[src/rtl/fetch_ctrl_if.sv]
// Bus bundle for fetch_ctrl: instruction-memory request/response and IF/ID delivery.
// master = fetch_ctrl side, slave = memory/pipeline side.
interface fetch_ctrl_if;
    logic        imem_req;
    logic [31:0] imem_addr;
    logic        imem_gnt;
    logic        imem_rvalid;
    logic [31:0] imem_rdata;
    logic        redirect_valid;
    logic [31:0] redirect_pc;
    logic        if_valid;
    logic [31:0] if_instr;
    logic [31:0] if_pc;
    logic        id_ready;

    modport master (
        output imem_req, imem_addr,
        output if_valid, if_instr, if_pc,
        input  imem_gnt, imem_rvalid, imem_rdata,
        input  redirect_valid, redirect_pc,
        input  id_ready
    );

    modport slave (
        input  imem_req, imem_addr,
        input  if_valid, if_instr, if_pc,
        output imem_gnt, imem_rvalid, imem_rdata,
        output redirect_valid, redirect_pc,
        output id_ready
    );
endinterface

[src/rtl/fetch_ctrl.sv]
// Instruction fetch sequencer: PC, one-outstanding imem requests, output slot + skid.
// Optional FETCH_CTRL_STATS_EN adds stat_fetched / stat_flushed counters.
module fetch_ctrl #(
    parameter logic [31:0] RESET_PC  = 32'h0000_0000,
    parameter logic [31:0] NOP_INSTR = 32'h0000_0013
) (
    input  logic         clk,
    input  logic         reset,
    fetch_ctrl_if.master bus
`ifdef FETCH_CTRL_STATS_EN
    ,
    output logic [31:0]  stat_fetched,
    output logic [31:0]  stat_flushed
`endif
);

    typedef enum logic [2:0] {
        S_IDLE,
        S_REQ,
        S_WAIT,
        S_HOLD,
        S_DROP
    } state_e;

    state_e      state_q, state_d;
    logic [31:0] pc_q, pc_d;
    logic [31:0] issued_pc_q, issued_pc_d;
    logic        slot_valid_q, slot_valid_d;
    logic [31:0] slot_instr_q, slot_instr_d;
    logic [31:0] slot_pc_q, slot_pc_d;
    logic        skid_valid_q, skid_valid_d;
    logic [31:0] skid_instr_q, skid_instr_d;
    logic [31:0] skid_pc_q, skid_pc_d;

    logic        xfer;
    logic        redir;
    logic [31:0] redir_pc;

    assign xfer     = slot_valid_q & bus.id_ready;
    assign redir    = bus.redirect_valid;
    assign redir_pc = bus.redirect_pc & ~32'h3;

    always_ff @(posedge clk) begin
        if (reset) begin
            state_q      <= S_IDLE;
            pc_q         <= RESET_PC;
            issued_pc_q  <= RESET_PC;
            slot_valid_q <= 1'b0;
            slot_instr_q <= NOP_INSTR;
            slot_pc_q    <= 32'h0;
            skid_valid_q <= 1'b0;
            skid_instr_q <= NOP_INSTR;
            skid_pc_q    <= 32'h0;
        end else begin
            state_q      <= state_d;
            pc_q         <= pc_d;
            issued_pc_q  <= issued_pc_d;
            slot_valid_q <= slot_valid_d;
            slot_instr_q <= slot_instr_d;
            slot_pc_q    <= slot_pc_d;
            skid_valid_q <= skid_valid_d;
            skid_instr_q <= skid_instr_d;
            skid_pc_q    <= skid_pc_d;
        end
    end

    always_comb begin
        state_d      = state_q;
        pc_d         = pc_q;
        issued_pc_d  = issued_pc_q;
        slot_valid_d = slot_valid_q;
        slot_instr_d = slot_instr_q;
        slot_pc_d    = slot_pc_q;
        skid_valid_d = skid_valid_q;
        skid_instr_d = skid_instr_q;
        skid_pc_d    = skid_pc_q;

        if (xfer) begin
            slot_valid_d = 1'b0;
            slot_instr_d = NOP_INSTR;
        end

        unique case (state_q)
            S_IDLE: begin
                state_d = S_REQ;
                if (redir) pc_d = redir_pc;
            end
            S_REQ: begin
                if (redir) begin
                    pc_d    = redir_pc;
                    // a grant in the redirect cycle still leaves a response to absorb
                    state_d = bus.imem_gnt ? S_DROP : S_REQ;
                end else if (bus.imem_gnt) begin
                    issued_pc_d = pc_q;
                    pc_d        = pc_q + 32'd4;
                    state_d     = S_WAIT;
                end
            end
            S_WAIT: begin
                if (redir) begin
                    pc_d    = redir_pc;
                    state_d = bus.imem_rvalid ? S_REQ : S_DROP;
                end else if (bus.imem_rvalid) begin
                    if (!slot_valid_q || bus.id_ready) begin
                        slot_valid_d = 1'b1;
                        slot_instr_d = bus.imem_rdata;
                        slot_pc_d    = issued_pc_q;
                        state_d      = S_REQ;
                    end else begin
                        skid_valid_d = 1'b1;
                        skid_instr_d = bus.imem_rdata;
                        skid_pc_d    = issued_pc_q;
                        state_d      = S_HOLD;
                    end
                end
            end
            S_HOLD: begin
                if (redir) begin
                    pc_d    = redir_pc;
                    state_d = S_REQ;
                end else if (bus.id_ready) begin
                    slot_valid_d = 1'b1;
                    slot_instr_d = skid_instr_q;
                    slot_pc_d    = skid_pc_q;
                    skid_valid_d = 1'b0;
                    state_d      = S_REQ;
                end
            end
            S_DROP: begin
                if (redir) pc_d = redir_pc;
                if (bus.imem_rvalid) state_d = S_REQ;
            end
            default: state_d = S_IDLE;
        endcase

        if (redir && state_q != S_IDLE) begin
            slot_valid_d = 1'b0;
            slot_instr_d = NOP_INSTR;
            skid_valid_d = 1'b0;
        end
    end

    always_comb begin
        bus.imem_req  = (state_q == S_REQ);
        bus.imem_addr = pc_q;
        bus.if_valid  = slot_valid_q;
        bus.if_instr  = slot_instr_q;
        bus.if_pc     = slot_pc_q;
    end

`ifdef FETCH_CTRL_STATS_EN
    logic [31:0] stat_fetched_q, stat_fetched_d;
    logic [31:0] stat_flushed_q, stat_flushed_d;
    logic        flush_hit;

    // outstanding = waiting on a response, or granted in the redirect cycle
    assign flush_hit = redir && (state_q != S_IDLE) &&
                       (slot_valid_q || skid_valid_q ||
                        (state_q == S_WAIT) ||
                        (state_q == S_REQ && bus.imem_gnt));

    always_comb begin
        stat_fetched_d = stat_fetched_q;
        stat_flushed_d = stat_flushed_q;
        if (xfer)      stat_fetched_d = stat_fetched_q + 32'd1;
        if (flush_hit) stat_flushed_d = stat_flushed_q + 32'd1;
    end

    always_ff @(posedge clk) begin
        if (reset) begin
            stat_fetched_q <= 32'h0;
            stat_flushed_q <= 32'h0;
        end else begin
            stat_fetched_q <= stat_fetched_d;
            stat_flushed_q <= stat_flushed_d;
        end
    end

    assign stat_fetched = stat_fetched_q;
    assign stat_flushed = stat_flushed_q;
`endif

endmodule

[src/flat_wrapper.sv]
// flat-port wrapper written by rule: the top's interface ports become plain ports
module fetch_ctrl_flat 
#(
    parameter logic [31:0] RESET_PC  = 32'h0000_0000,
    parameter logic [31:0] NOP_INSTR = 32'h0000_0013
)
  (clk, reset, bus_imem_req, bus_imem_addr, bus_if_valid, bus_if_instr, bus_if_pc, bus_imem_gnt, bus_imem_rvalid, bus_imem_rdata, bus_redirect_valid, bus_redirect_pc, bus_id_ready);
  fetch_ctrl_if bus_i ();
  input  logic clk;
  input  logic reset;
  output wire logic [$bits(bus_i.imem_req)-1:0] bus_imem_req;
  output wire logic [$bits(bus_i.imem_addr)-1:0] bus_imem_addr;
  output wire logic [$bits(bus_i.if_valid)-1:0] bus_if_valid;
  output wire logic [$bits(bus_i.if_instr)-1:0] bus_if_instr;
  output wire logic [$bits(bus_i.if_pc)-1:0] bus_if_pc;
  input wire logic [$bits(bus_i.imem_gnt)-1:0] bus_imem_gnt;
  input wire logic [$bits(bus_i.imem_rvalid)-1:0] bus_imem_rvalid;
  input wire logic [$bits(bus_i.imem_rdata)-1:0] bus_imem_rdata;
  input wire logic [$bits(bus_i.redirect_valid)-1:0] bus_redirect_valid;
  input wire logic [$bits(bus_i.redirect_pc)-1:0] bus_redirect_pc;
  input wire logic [$bits(bus_i.id_ready)-1:0] bus_id_ready;
  assign bus_imem_req = bus_i.imem_req;
  assign bus_imem_addr = bus_i.imem_addr;
  assign bus_if_valid = bus_i.if_valid;
  assign bus_if_instr = bus_i.if_instr;
  assign bus_if_pc = bus_i.if_pc;
  assign bus_i.imem_gnt = bus_imem_gnt;
  assign bus_i.imem_rvalid = bus_imem_rvalid;
  assign bus_i.imem_rdata = bus_imem_rdata;
  assign bus_i.redirect_valid = bus_redirect_valid;
  assign bus_i.redirect_pc = bus_redirect_pc;
  assign bus_i.id_ready = bus_id_ready;
  fetch_ctrl #(.RESET_PC(RESET_PC), .NOP_INSTR(NOP_INSTR)) u_core (.clk(clk), .reset(reset), .bus(bus_i));
endmodule
[config.mk]
export PLATFORM = sky130hd
export DESIGN_NAME = fetch_ctrl_flat
export DESIGN_NICKNAME = d
export VERILOG_FILES = /design/src/rtl/fetch_ctrl_if.sv /design/src/rtl/fetch_ctrl.sv /design/src/flat_wrapper.sv
export SDC_FILE = /design/constraint.sdc
export NUM_CORES = 1
export LEC_CHECK = 0
export ABC_AREA = 0
export CAP_MARGIN = 40
export CORE_ASPECT_RATIO = 1.1
export CORE_MARGIN = 5
export CORE_UTILIZATION = 51
export DETAILED_ROUTE_END_ITERATION = 10
export PLACE_DENSITY = 0.8
export SKIP_LAST_GASP = 1
export SYNTH_ARGS = -nofsm -noshare
export SYNTH_HDL_FRONTEND = slang
export SYNTH_SLANG_ARGS = --single-unit
[constraint.sdc]
create_clock -name clk -period 2.4 [get_ports clk]
set_input_delay 0.24 -clock clk [delete_from_list [all_inputs] [get_ports clk]]
set_output_delay 0.24 -clock clk [all_outputs]
set_load 0.01 [all_outputs]
; After elaboration in Yosys (flattened, before gate mapping)
; Cells that the tools add are included.
; W data, S select, Z words.
[word_totals]
output_inout_bits = 98
inputBits = 70
register_bits = 196
[classes]
reduce_logical = 14
addsub = 1
eq_ne = 14
n_mux = 35
n_bitwise = 3
[op_table]
columns = op, n
row1 = $mux W32, 14
row2 = $pmux W32 S2, 3
row3 = $add A32 B3 Y32 const B, 1
row4 = $mux W3, 9
row5 = $pmux W3 S5, 1
row6 = $ne A2 B2 Y1 const B, 5
row7 = $reduce_and A4 Y1, 2
row8 = $eq A3 B2 Y1 const B, 2
row9 = $mux W1, 6
row10 = $ne A3 B3 Y1 const B, 2
row11 = $reduce_and A3 Y1, 2
row12 = $reduce_and A6 Y1, 1
row13 = $ne A2 B1 Y1 const B, 2
row14 = $reduce_bool A2 Y1, 2
row15 = $reduce_or A4 Y1, 1
row16 = $eq A3 B1 Y1 const B, 1
row17 = $eq A3 B3 Y1 const B, 1
row18 = $logic_not A3 Y1, 1
row19 = $ne A3 B1 Y1 const B, 1
row20 = $reduce_bool A3 Y1, 1
row21 = $mux W2, 1
row22 = $not A1 Y1, 2
row23 = $pmux W1 S2, 1
row24 = $reduce_or A2 Y1, 1
row25 = other kinds (4), 4

; Logic depth before layout (Yosys ltp)
[depth]
word_depth = 6
depth_mapped = 8
ltp_nobuf = 6

; Worst setup path after synthesis
; OpenSTA, ideal clock, no wires.
[synth_path]
path_type = reg2reg
startpoint = reg u_core.pc_q[2] (netlist: u_core.bus.imem_addr[2])
endpoint = reg u_core.pc_q[22] (netlist: u_core.bus.imem_addr[22])
setup_slack_ns = 0.380
arrival_ns = 1.940
path_stages_with_launch = 8
path_buffers = 1
cell_sequence = dfxtp_1 > ha_1 > nand4_2 > or4_1 > buf_2 > nor4_2 > a211oi_1 > a211oi_2
[synth_between]
elab_chain_len = 4
[synth_rtl]
columns = element, line
row1 = start: declaration, fetch_ctrl.sv:26  ; logic [31:0] pc_q, pc_d;
row2 = start signal: assignment, fetch_ctrl.sv:56  ; pc_q <= pc_d;
row3 = $add A32 B3 Y32, fetch_ctrl.sv:95  ; pc_d = pc_q + 32'd4;
row4 = $mux W32, fetch_ctrl.sv:93  ; end else if (bus.imem_gnt) begin
row5 = $mux W32, fetch_ctrl.sv:89  ; if (redir) begin
row6 = $pmux W32 S2, fetch_ctrl.sv:83  ; unique case (state_q)
; No other way between the ends. The select of a mux whose other input is x is not followed.
; A chain may end at the register's enable or synchronous reset.

; Final worst setup path
[layout_path]
startpoint = reg u_core.state_q[1]
endpoint = reg u_core.pc_q[20] (netlist: u_core.bus.imem_addr[20])
[layout_between]
elab_chain_len = 4
word_cells_on_any_way = 11
classes_between = eq/ne: 6 / mux: 1 / reduce/logical: 4
[layout_rtl]
columns = element, line
row1 = start: declaration, fetch_ctrl.sv:25  ; state_e state_q, state_d;
row2 = start signal: assignment, fetch_ctrl.sv:55  ; state_q <= state_d;
row3 = $eq A3 B2 Y1 (tied with other cells), fetch_ctrl.sv:83
row4 = $reduce_or A4 Y1 (no source line), n/a
row5 = $ne A2 B1 Y1 (no source line) / $reduce_bool A2 Y1 (equally long branches), n/a
row6 = $reduce_and A3 Y1 (no source line), n/a
; Several ways; a longest one is shown, not always the timed one.

==> metrics <==
P per Cell Area=654 nW/um^2; DRT Wirelength=around 22000 um; clk root buf=clkbuf_16; asr flop ratio synth=0%; Die Area=18500 um^2; ANT cells=0; Leak=0.00370 uW; #FFs+latches synth=188; Crit Path Class=reg -> reg; status=finished, final reports clean; CTS tree=yes; synth unique cells=63; maximum clock path buffer count=2; Slew headroom=60.2%; switching power=1850 uW; Setup Buffers After CTS=0; GR Layer Usage met3=4.17%; switching share of power=26.7%; Post-Synthesis Cells=973; number of global-route vias before repair=between 6000 and 7000; min Tclk post-route=approximately 2200 ps; M1 GR Usage=33.2%; Setup Skew=~8.3 ps; # setup viols final=0; Max Slew Vio Count=0; cell row count=48; Fin. Hold Viols=0; Syn Area/Cell=8.34 um^2; Post-synth EDFFs=0; Crit. End Element=flop; die height=142 um; GR Util met2=34.3%; Sequential Power Share=47.8%; Die Width=130 um; Pre-antenna DRT Iters=7; layout cell share with drive strength beyond 1=8.11%; DR vias/cell=roughly 5.7; P&R area growth vs syn=30.8%; initial antenna violation count=0; DP Wirelength=approximately 15000 um; first-pass GRT wire length=34600 um; crit path DAT=2490 ps; DR vias=between 7000 and 8000; grt peak-use layer=met2; Final TNS setup=0 ps; Routed Antenna Nets=0; Primary FF master, synth=dfxtp_1; IO Pins=168; DRC errors left=0; required time worst endpoint=2690 ps; Post-Syn Area=approximately 8100 um^2; worst-margin pin slew=598 ps; Avg WL per Cell=16.4 um; P_int=5080 uW; DR iter-0 viols=roughly 600; RSZ-0062 raised after global routing=false; Clock Power Share=40.8%; GRT overflow=0; critical path peak fanout=20; hold buffers post-CTS=0; total of max-cap violations=0; core outline area=between 15000 and 20000 um^2; period utilisation layout=91.9%; post-CTS resize count=0; GRT Util Overall=between 20% and 30%; power share of the combinational group=11.4%; PortBufs=161; worst hold-check path type=in -> reg; largest net degree at the start of global routing=108; clock-pin slew on the worst setup and hold paths=about 70 ps; H-tree levels=4; WHS=307 ps; Initial Utilization=between 50% and 60%; maximum VDD drop=0.449 mV; crit start category=flop; CTS sink count=188; Ys Warns=0; GP Congestion=0.896; Fmax=454 MHz; CTS buffer count=17; register area share after synthesis=46.4%; Worst-Skew Late Latency=430 ps; # nets final=1180
## cell type report
type                       count  area [um^2]
fill                        1267         5060
multi-input combinational    699         4000
sequential                   188         3760
timing repair buffer         195         1980
clock buffer                  17          425
tap                          200          250
clock inverter                15          174
inverter                       8         30.0
## final timing paths
kind / to / start / slack [ps] / cells after the start
setup / recovery: u_core.bus.imem_addr[20] / u_core.state_q[1] / 200 / 5
hold / removal: u_core.state_q[0] / reset / 310 / 2
setup reg to reg: u_core.bus.imem_addr[20] / u_core.state_q[1] / 200 / 5
hold reg to reg: u_core.skid_pc_q[28] / u_core.skid_pc_q[28] / 450 / 2
## cells in the mapped netlist, types with 5 or more instances
cell	instances	area (um^2)
nand2b_1	6	37.5
buf_2	30	150
clkbuf_1	42	158
nor3_1	12	60.1
a21oi_1	117	586
o21ai_0	23	115
dfxtp_1	188	3760
a21o_1	5	37.5
or3_1	6	37.5
nand2_1	210	788
nand3_1	17	85.1
a211oi_1	37	278
o2bb2ai_1	29	254
mux2i_1	32	320
a22oi_1	33	248
and3_1	7	43.8
nand3b_1	9	67.6
nor2_1	53	199
nand4_1	6	37.5
a311oi_1	5	43.8
and2_1	10	62.6
a31oi_1	9	56.3
inv_1	7	26.3
buf_4	7	52.6
and4_1	5	43.8
## cells by family (layout without fill, tap and decap cells)
| group | Yosys count | count (layout) | share of synthesized area (%) |
|---|---|---|---|
| and+or+nand+nor | 372 | 372 | 21.4 |
| muxes | 34 | 34 | 4.22 |
| DFF | 188 | 188 | 46.4 |
| buffers and inverters | 89 | 235 | 4.90 |
| adders and majority gates | 1 | 1 | 0.154 |
| AOI/OAI and AO/OA | 288 | 288 | 22.9 |
| other | 1 | 4 | 0.0462 |
## metrics by stage
| step | power (uW) | cells | instance area, um^2 | utilization [%] | setup slack [ps] |
|---|---|---|---|---|---|
| global route | 7200 | 1322 | 10600 | 67.7 | 46.4 |
| global placement | 4160 | 1290 | 10000 | 63.9 | 140 |
| detailed placement | 4170 | 1290 | 10000 | 63.9 | 96.2 |
| floorplan | 3740 | 976 | 8130 | - | 380 |
| finish | 6940 | 1322 | 10600 | 67.7 | 195 |
| CTS | 6980 | 1322 | 10600 | 67.7 | 246 |
## cell usage in the layout (no fill, tap or decap), types with 4 or more instances in the layout
master           synthesis  layout
nand2_1                210     209
dfxtp_1                188     188
clkdlybuf4s50_1          0     160
a21oi_1                117     117
nor2_1                  53      51
a211oi_1                37      37
a22oi_1                 33      33
mux2i_1                 32      32
o2bb2ai_1               29      29
buf_4                    7      26
o21ai_0                 23      23
nand3_1                 17      17
clkbuf_16                0      17
nor3_1                  12      12
and2_1                  10       9
a31oi_1                  9       9
nand3b_1                 9       9
buf_12                   0       9
and3_1                   7       7
inv_1                    7       7
nand2b_1                 6       6
or3_1                    6       6
nand4_1                  6       6
inv_8                    0       6
and4_1                   5       5
a21o_1                   5       5
a311oi_1                 5       5
nor4_1                   4       4
o21ai_1                  4       4
conb_1                   1       4
clkinv_4                 0       4
## power by group through the flow
| stage | Combinational [uW] | Sequential, uW | Clock [uW] |
|---|---|---|---|
| final | 792 | 3320 | 2830 |
| after CTS | 790 | 3310 | 2880 |
| after floorplan | 363 | 3380 | 0 |
| after global placement | 774 | 3380 | 0 |
| after detailed placement | 784 | 3380 | 0 |
| after global routing | 854 | 3330 | 3010 |
## critical path, cell delays in order, from the launching register on
cell and delay [ps]:
dfxtp_1 480, mux2i_1 330, or2_1 430, buf_4 310, nor3_1 80, a2111oi_0 430
## sequential cells by signal (all words and copies together) (netlist names)
| signal | flops |
|---|---|
| u_core.bus.if_instr | 32 |
| u_core.skid_instr_q | 32 |
| u_core.bus.if_pc | 30 |
| u_core.bus.imem_addr | 30 |
| u_core.issued_pc_q | 30 |
| u_core.skid_pc_q | 30 |
| u_core.state_q | 3 |
| u_core.bus.if_valid | 1 |
## layer usage
| layer | vias up | part of all wire, % |
|---|---|---|
| met5 | - | 0 |
| met4 | 0 | 1.7 |
| met3 | 30 | 6.4 |
| li1 | 3743 | - |
| met2 | 282 | 46 |
| met1 | 3442 | 46 |
Note: power is estimated with default switching activity, not from simulation.
